### config.mk
export PLATFORM = sky130hd
export DESIGN_NAME = rob_commit
export DESIGN_NICKNAME = d
export VERILOG_FILES = /design/src/rtl/rob_commit.sv
export SDC_FILE = /design/constraint.sdc
export NUM_CORES = 1
export LEC_CHECK = 0
export ABC_AREA = 0
export CORE_AREA = 4 4 147 149
export CTS_CLUSTER_SIZE = 14
export DETAILED_ROUTE_END_ITERATION = 10
export DIE_AREA = 0 0 151 153
export GPL_ROUTABILITY_DRIVEN = 0
export GPL_TIMING_DRIVEN = 0
export MAX_ROUTING_LAYER = met4
export PLACE_DENSITY_LB_ADDON = 0.1
export SLEW_MARGIN = 5
export SYNTH_ARGS = -nofsm -noshare
export SYNTH_HDL_FRONTEND = slang
export SYNTH_SLANG_ARGS = --single-unit
### constraint.sdc
create_clock -name clk -period 33.7 [get_ports clk]
set_input_delay 10.11 -clock clk [delete_from_list [all_inputs] [get_ports clk]]
set_output_delay 10.11 -clock clk [all_outputs]
set_load 0.05 [all_outputs]
### src/rtl/rob_commit.sv
// Commit stage for the 32-entry ROB. Retires the head in program order, releases stores
// to the data cache, and triggers mispredict flush and PC redirect.
module rob_commit #(
    parameter int unsigned FLUSH_HOLD = 1,
    parameter int unsigned CNT_W      = 64
) (
    input  logic             clk,
    input  logic             rst,
    input  logic             head_valid_i,
    input  logic             head_done_i,
    input  logic             head_regf_we_i,
    input  logic [4:0]       head_rd_addr_i,
    input  logic [31:0]      head_rd_data_i,
    input  logic             head_is_br_i,
    input  logic             head_br_en_i,
    input  logic             head_pred_i,
    input  logic [31:0]      head_pc_new_i,
    input  logic             head_is_st_i,
    input  logic [31:0]      head_mem_addr_i,
    input  logic [3:0]       head_wmask_i,
    input  logic [31:0]      head_wdata_i,
    output logic             dequeue_o,
    output logic             regf_we_o,
    output logic [4:0]       regf_rd_addr_o,
    output logic [31:0]      regf_rd_data_o,
    output logic             st_req_o,
    output logic [31:0]      st_addr_o,
    output logic [3:0]       st_wmask_o,
    output logic [31:0]      st_wdata_o,
    input  logic             st_ready_i,
    input  logic             st_ack_i,
    output logic             flush_o,
    output logic [31:0]      redirect_pc_o,
    output logic [CNT_W-1:0] retired_cnt_o,
    output logic [31:0]      mispred_cnt_o
);

    localparam int unsigned HOLD_W = (FLUSH_HOLD > 1) ? $clog2(FLUSH_HOLD) : 1;

    typedef enum logic [1:0] {StRun, StFlush, StStReq, StStResp} state_e;

    state_e             r_state;
    logic [HOLD_W-1:0]  r_hold;
    logic               r_st_req;
    logic [31:0]        r_st_addr;
    logic [3:0]         r_st_wmask;
    logic [31:0]        r_st_wdata;
    logic               r_flush;
    logic [31:0]        r_redirect_pc;
    logic [CNT_W-1:0]   r_retired;
    logic [31:0]        r_mispred;

    logic w_commit_ok;
    logic w_mispred;

    assign w_commit_ok = head_valid_i & head_done_i;
    assign w_mispred   = head_is_br_i & (head_br_en_i != head_pred_i);

    // Zero-latency retirement path; a mispredicting head is popped by the ROB flush instead.
    always_comb begin
        dequeue_o      = 1'b0;
        regf_we_o      = 1'b0;
        regf_rd_addr_o = '0;
        regf_rd_data_o = '0;
        if (!rst) begin
            unique case (r_state)
                StRun: begin
                    if (w_commit_ok && !head_is_st_i) begin
                        dequeue_o      = !w_mispred;
                        regf_we_o      = head_regf_we_i && (head_rd_addr_i != 5'd0);
                        regf_rd_addr_o = head_rd_addr_i;
                        regf_rd_data_o = head_rd_data_i;
                    end
                end
                StStResp: dequeue_o = st_ack_i;
                default: ;
            endcase
        end
    end

    always_ff @(posedge clk or posedge rst) begin
        if (rst) begin
            r_state       <= StRun;
            r_hold        <= '0;
            r_st_req      <= 1'b0;
            r_st_addr     <= '0;
            r_st_wmask    <= '0;
            r_st_wdata    <= '0;
            r_flush       <= 1'b0;
            r_redirect_pc <= '0;
            r_retired     <= '0;
            r_mispred     <= '0;
        end else begin
            r_flush <= 1'b0;
            unique case (r_state)
                StRun: begin
                    if (w_commit_ok) begin
                        if (head_is_st_i) begin
                            r_st_req   <= 1'b1;
                            r_st_addr  <= head_mem_addr_i;
                            r_st_wmask <= head_wmask_i;
                            r_st_wdata <= head_wdata_i;
                            r_state    <= StStReq;
                        end else begin
                            r_retired <= r_retired + CNT_W'(1);
                            if (w_mispred) begin
                                r_flush       <= 1'b1;
                                r_redirect_pc <= head_pc_new_i;
                                r_mispred     <= r_mispred + 32'd1;
                                r_hold        <= HOLD_W'(FLUSH_HOLD - 1);
                                r_state       <= StFlush;
                            end
                        end
                    end
                end
                StFlush: begin
                    if (r_hold == '0) begin
                        r_state <= StRun;
                    end else begin
                        r_hold <= r_hold - HOLD_W'(1);
                    end
                end
                StStReq: begin
                    if (st_ready_i) begin
                        r_st_req <= 1'b0;
                        r_state  <= StStResp;
                    end
                end
                StStResp: begin
                    if (st_ack_i) begin
                        r_retired <= r_retired + CNT_W'(1);
                        r_state   <= StRun;
                    end
                end
                default: r_state <= StRun;
            endcase
        end
    end

    assign st_req_o      = r_st_req;
    assign st_addr_o     = r_st_addr;
    assign st_wmask_o    = r_st_wmask;
    assign st_wdata_o    = r_st_wdata;
    assign flush_o       = r_flush;
    assign redirect_pc_o = r_redirect_pc;
    assign retired_cnt_o = r_retired;
    assign mispred_cnt_o = r_mispred;

endmodule
* Yosys cells after proc, flatten, opt, wreduce, memory -nomap -nowiden
Cells that the tools add are included.
Word-level totals: register bits 201, output and inout bits 237, word-level logic and storage cells 79
Operators by class: add/subtract/negate cells 3, equality and inequality tests 12, mux-type cells 36, bitwise gates (word level) 3, reduce and logical (&&, ||, !) cells 15
Operator list (number):
- $mux 64 | 3
- $pmux 64 s2 | 1
- $mux 32 | 3
- $add 64x1->64 const B | 1
- $add 32x1->32 const B | 1
- $mux 1 | 16
- $reduce_and 4->1 | 4
- $mux 5 | 3
- $ne 2x2->1 const B | 7
- $mux 2 | 6
- $pmux 2 s4 | 1
- $pmux 1 s2 | 3
- $reduce_bool 2->1 | 3
- $reduce_and 5->1 | 1
- $reduce_bool 5->1 | 1
- $eq 2x2->1 const B | 2
- $ne 3x3->1 const B | 1
- $reduce_and 3->1 | 1
- $and 1x1->1 | 2
- $eq 2x1->1 const B | 1
- $logic_and 1x1->1 | 2
- $logic_not 1->1 | 2
- $logic_not 2->1 | 1
- $ne 1x1->1 | 1
- other kinds (2) | 2

* Logic depth before layout (Yosys ltp)
depth after elaboration 6, mapped depth 10, mapped depth without buffers 7

* Least setup slack after synthesis
No wires, ideal clock.
kind input to output, start input port rst, end output port regf_rd_data_o[20], data arrival time 17.215 ns, setup slack 6.375 ns, stages 3, path buffers 1, path through inv_1 -> clkbuf_1 -> and3_1
On the way: cells in the longest elaborated chain, start to end 1
RTL lines:
- start: declaration | RTL line 8 | input logic rst,
- $mux 32 | RTL line 65 | if (!rst) begin
- end: declaration | RTL line 25 | output logic [31:0] regf_rd_data_o,
No other way between the ends.

* Worst setup path after layout
start input port head_is_st_i, end output port regf_rd_data_o[26]
On the way: cells in the longest elaborated chain, start to end 5
RTL lines:
- start: declaration | RTL line 18 | input logic head_is_st_i,
- $logic_not 1->1 | RTL line 68 | if (w_commit_ok && !head_is_st_i) begin
- $logic_and 1x1->1 | RTL line 68
- $mux 32 | RTL line 68
- $mux 32 | RTL line 66 | unique case (r_state)
- $mux 32 | RTL line 65
No other way between the ends.

==> metrics.yaml <==
clocking:
  cts_buffers: 17
  worst_skew_pair.late_latency_ns: 0.43
  clkSinkCount: 200
  postCtsResizedCells: 0
  cts_buffer_depth: 2
  postCtsHoldBufs: 0
  clkTransAtPathRegs_ns: 0.07
  tritoncts: "yes"
  post_cts_buffers: 0
  cts_htree_levels: 4
  cts_root_buf: "clkbuf_16"
critical_path:
  cp_max_fo: 10
  cp_num_buf_inv: 4
  start_kind: "input pin"
  critPathArrivalTime_ns: 12.82
  cp-end-kind: "output pin"
  path_class: "input pin to output pin"
  cp.required_ns: 23.59
  cp_top_family: "buffers and inverters"
  critPathMaxStageDelay_ns: 0.82
  crit_slowest_cell: "clkdlybuf4s50_1"
  crit_chain: "clkdlybuf4s50_1, and4b_2, clkbuf_1, clkbuf_1, and3_1, clkdlybuf4s50_1"
placed_design:
  place_ws_ns: 10.76
  post-dp-hpwl_mm: 21.7
  io_buffers: 384
die:
  start_util: 0.429
  die_area_mm2: 0.0231
  ios: 385
  die_w_um: 151
  core_area_mm2: 0.0202
  rows: 52
  die-height_um: 153
power:
  vdd.ir_drop.worst_v: 0.0000584
  swShare: 0.442
  cellPowerDensity_mw_per_mm2: 76.7
  pwr-share-clk: 0.180
  combPwrFrac: 0.487
  pwr-share-seq: 0.334
  leakage_nw: 5.97
  p_int_mw: 0.576
  p_switching_mw: 0.456
timing:
  holdWs_ns: 0.469
  worstMarginPinSlew_ns: 0.663
  tns_ns: 0
  fmax_mhz: 43.6
  finalHoldViolCount: 0
  fin_crit_ns: 22.93
  finalClockSkew_ns: 0.0120
  rsz0062_at_grt: "no"
  fin_crit_sh: 0.680
  finalMaxSlewViolations: 0
  worst_slack_ns: 10.77
  setup_viol: 0
  max_slew_margin: 0.554
grt:
  overflow: 0
  antenna_found_initial: 3
  grt_usage: 0.244
  grt_pass1_wl_mm: 42.1
  grt_pass1_vias: 7412
  grt_start_max_net_pins: 55
cells_and_area:
  fin_nets: 1306
  layout-drive-gt1-share: 0.102
  final_util: 0.667
  syn_to_final_growth_pct: 55.6
  fillerInstances: 1605
logic_synthesis:
  synth_seq_cells: 200
  synth_cells: 746
  syn_area_per_cell_um2: 11.6
  async_reset_ff_frac: 1.00
  ys.flop_type: "dfrtp_1"
  syn_area_mm2: 0.00865
  synth_seq_area_share: 0.578
  yosysUniqueCellTypes: 32
  synth_edf_count: 0
  synth-warning-count: 0
  synth_nets: 899
drt:
  remaining_drc_errors: 0
  drt-initial-drc-count: 242
  viasPerCell: 4.94
  vias: 7104
  wl_per_cell_um: 18.9
  antenna_left: 0
  routed_wl_mm: 27.2
  firstDrtPassIters: 4
status:
  status: "completed"
flow_run:
  maxCapViolations: 0
hold_path:
  hold_path_class: "register to register"
-- cells in the mapped netlist, drive strengths merged (3+ instances only) --
cell	n	area (µm²)
dfrtp	200	5000
nand2	136	510
xnor2	74	648
mux2	71	800
and3	61	382
nand3	44	220
nand4	28	175
clkbuf	21	78.8
xor2	21	184
and4	18	159
nor2	11	41.3
nor3	10	50.1
buf	7	37.5
and2	6	37.5
inv	6	22.5
nor4	6	80.1
ha	5	62.6
a21oi	4	20.0
o21ai	4	20.0
nand2b	3	18.8
nor2b	3	18.8
-- power groups by stage --
stage / Sequential (mW) / Combinational [mW] / Clock, mW
finish: 0.344 / 0.502 / 0.186
global route: 0.353 / 0.523 / 0.200
CTS: 0.345 / 0.506 / 0.190
detailed placement: 0.348 / 0.504 / 0
global placement: 0.345 / 0.502 / 0
floorplan: 0.574 / 0.0835 / 0
-- layout make-up --
cell class / count / area [µm²] / share of cell area
Multi-Input combinational cell: 511 / 3500 / 0.260
Antenna cell: 4 / 10.0 / 0.000744
Clock inverter: 9 / 70.1 / 0.00521
Clock buffer: 20 / 447 / 0.0332
Tap cell: 270 / 338 / 0.0251
Buffer: 28 / 120 / 0.00892
Timing Repair Buffer: 388 / 3940 / 0.293
Inverter: 7 / 26.3 / 0.00195
Sequential cell: 200 / 5000 / 0.372
-- final timing paths --
check                             startpoint  cells past startpoint                 end  slack, ns
setup reg to reg                  r_state[0]                     10   retired_cnt_o[59]      31.15
max in group asynchronous                rst                      6   retired_cnt_o[20]      22.26
hold / removal             retired_cnt_o[63]                      1   retired_cnt_o[63]       0.47
setup / recovery                head_is_st_i                      6  regf_rd_data_o[26]      10.77
hold reg to reg            retired_cnt_o[63]                      1   retired_cnt_o[63]       0.47
min in group asynchronous                rst                      3       st_addr_o[20]      10.25
-- sequential cells by signal, summed over array words and instances (netlist names) --
signal and cells:
flush_o 1, st_wdata_o 32, st_req_o 1, st_addr_o 32, retired_cnt_o 64, st_wmask_o 4, redirect_pc_o 32, mispred_cnt_o 32
r_state 2
-- per-stage QoR --
stage          power (mW)  area, µm²  instances
6_report             1.03      13500       1437
5_1_grt              1.07      13500       1436
4_1_cts              1.04      13400       1433
3_5_place_dp        0.852      12900       1404
3_3_place_gp        0.846      12800       1400
2_1_floorplan       0.657       8650        746
-- per-layer routing --
metal	GRT usage	share of wire	vias to the layer above
li1	-	-	3385
met5	-	0	-
met3	0.0862	0.086	37
met4	0.0725	0.023	0
met1	0.300	0.42	3452
met2	0.379	0.47	230
-- worst reg2reg max path, delay by kind of cell (launching register included) --
family,cells,cell delay [ns]
adder cells (fa/ha/maj),1,0.15
buffers and inverters,4,0.67
AO/OA/AOI/OAI,1,0.52
AND/OR/NAND/NOR,3,0.57
flip-flops,1,0.39
XOR/XNOR,1,0.15
-- placed cells by master (no fill, tap or decap), drive strengths merged, types with 3 or more instances in the layout --
cell           synthesis  layout
a21oi                  4       4
nand3                 44      44
nor4                   6       6
inv                    6       9
and4                  18      18
buf                    7      11
and3                  61      61
diode                  0       4
dfrtp                200     200
nand2                136     136
mux2                  71      71
clkinv                 1       3
ha                     5       5
nor2b                  3       3
clkbuf                21      41
nor2                  11      11
clkinvlp               0       4
o21ai                  4       4
xor2                  21      21
nand4                 28      28
clkdlybuf4s50          0     384
nor3                  10      10
xnor2                 74      74
nand2b                 3       3
and2                   6       6
-- kinds of logic after synthesis --
logic type,Yosys count,synth area share
buf+inv,35,0.0165
flops,200,0.578
fa+ha+maj,5,0.00723
xor+xnor,95,0.0962
compound gates,10,0.00911
mux,71,0.0924
simple gates,330,0.200
(Power assumes the default switching activity.)
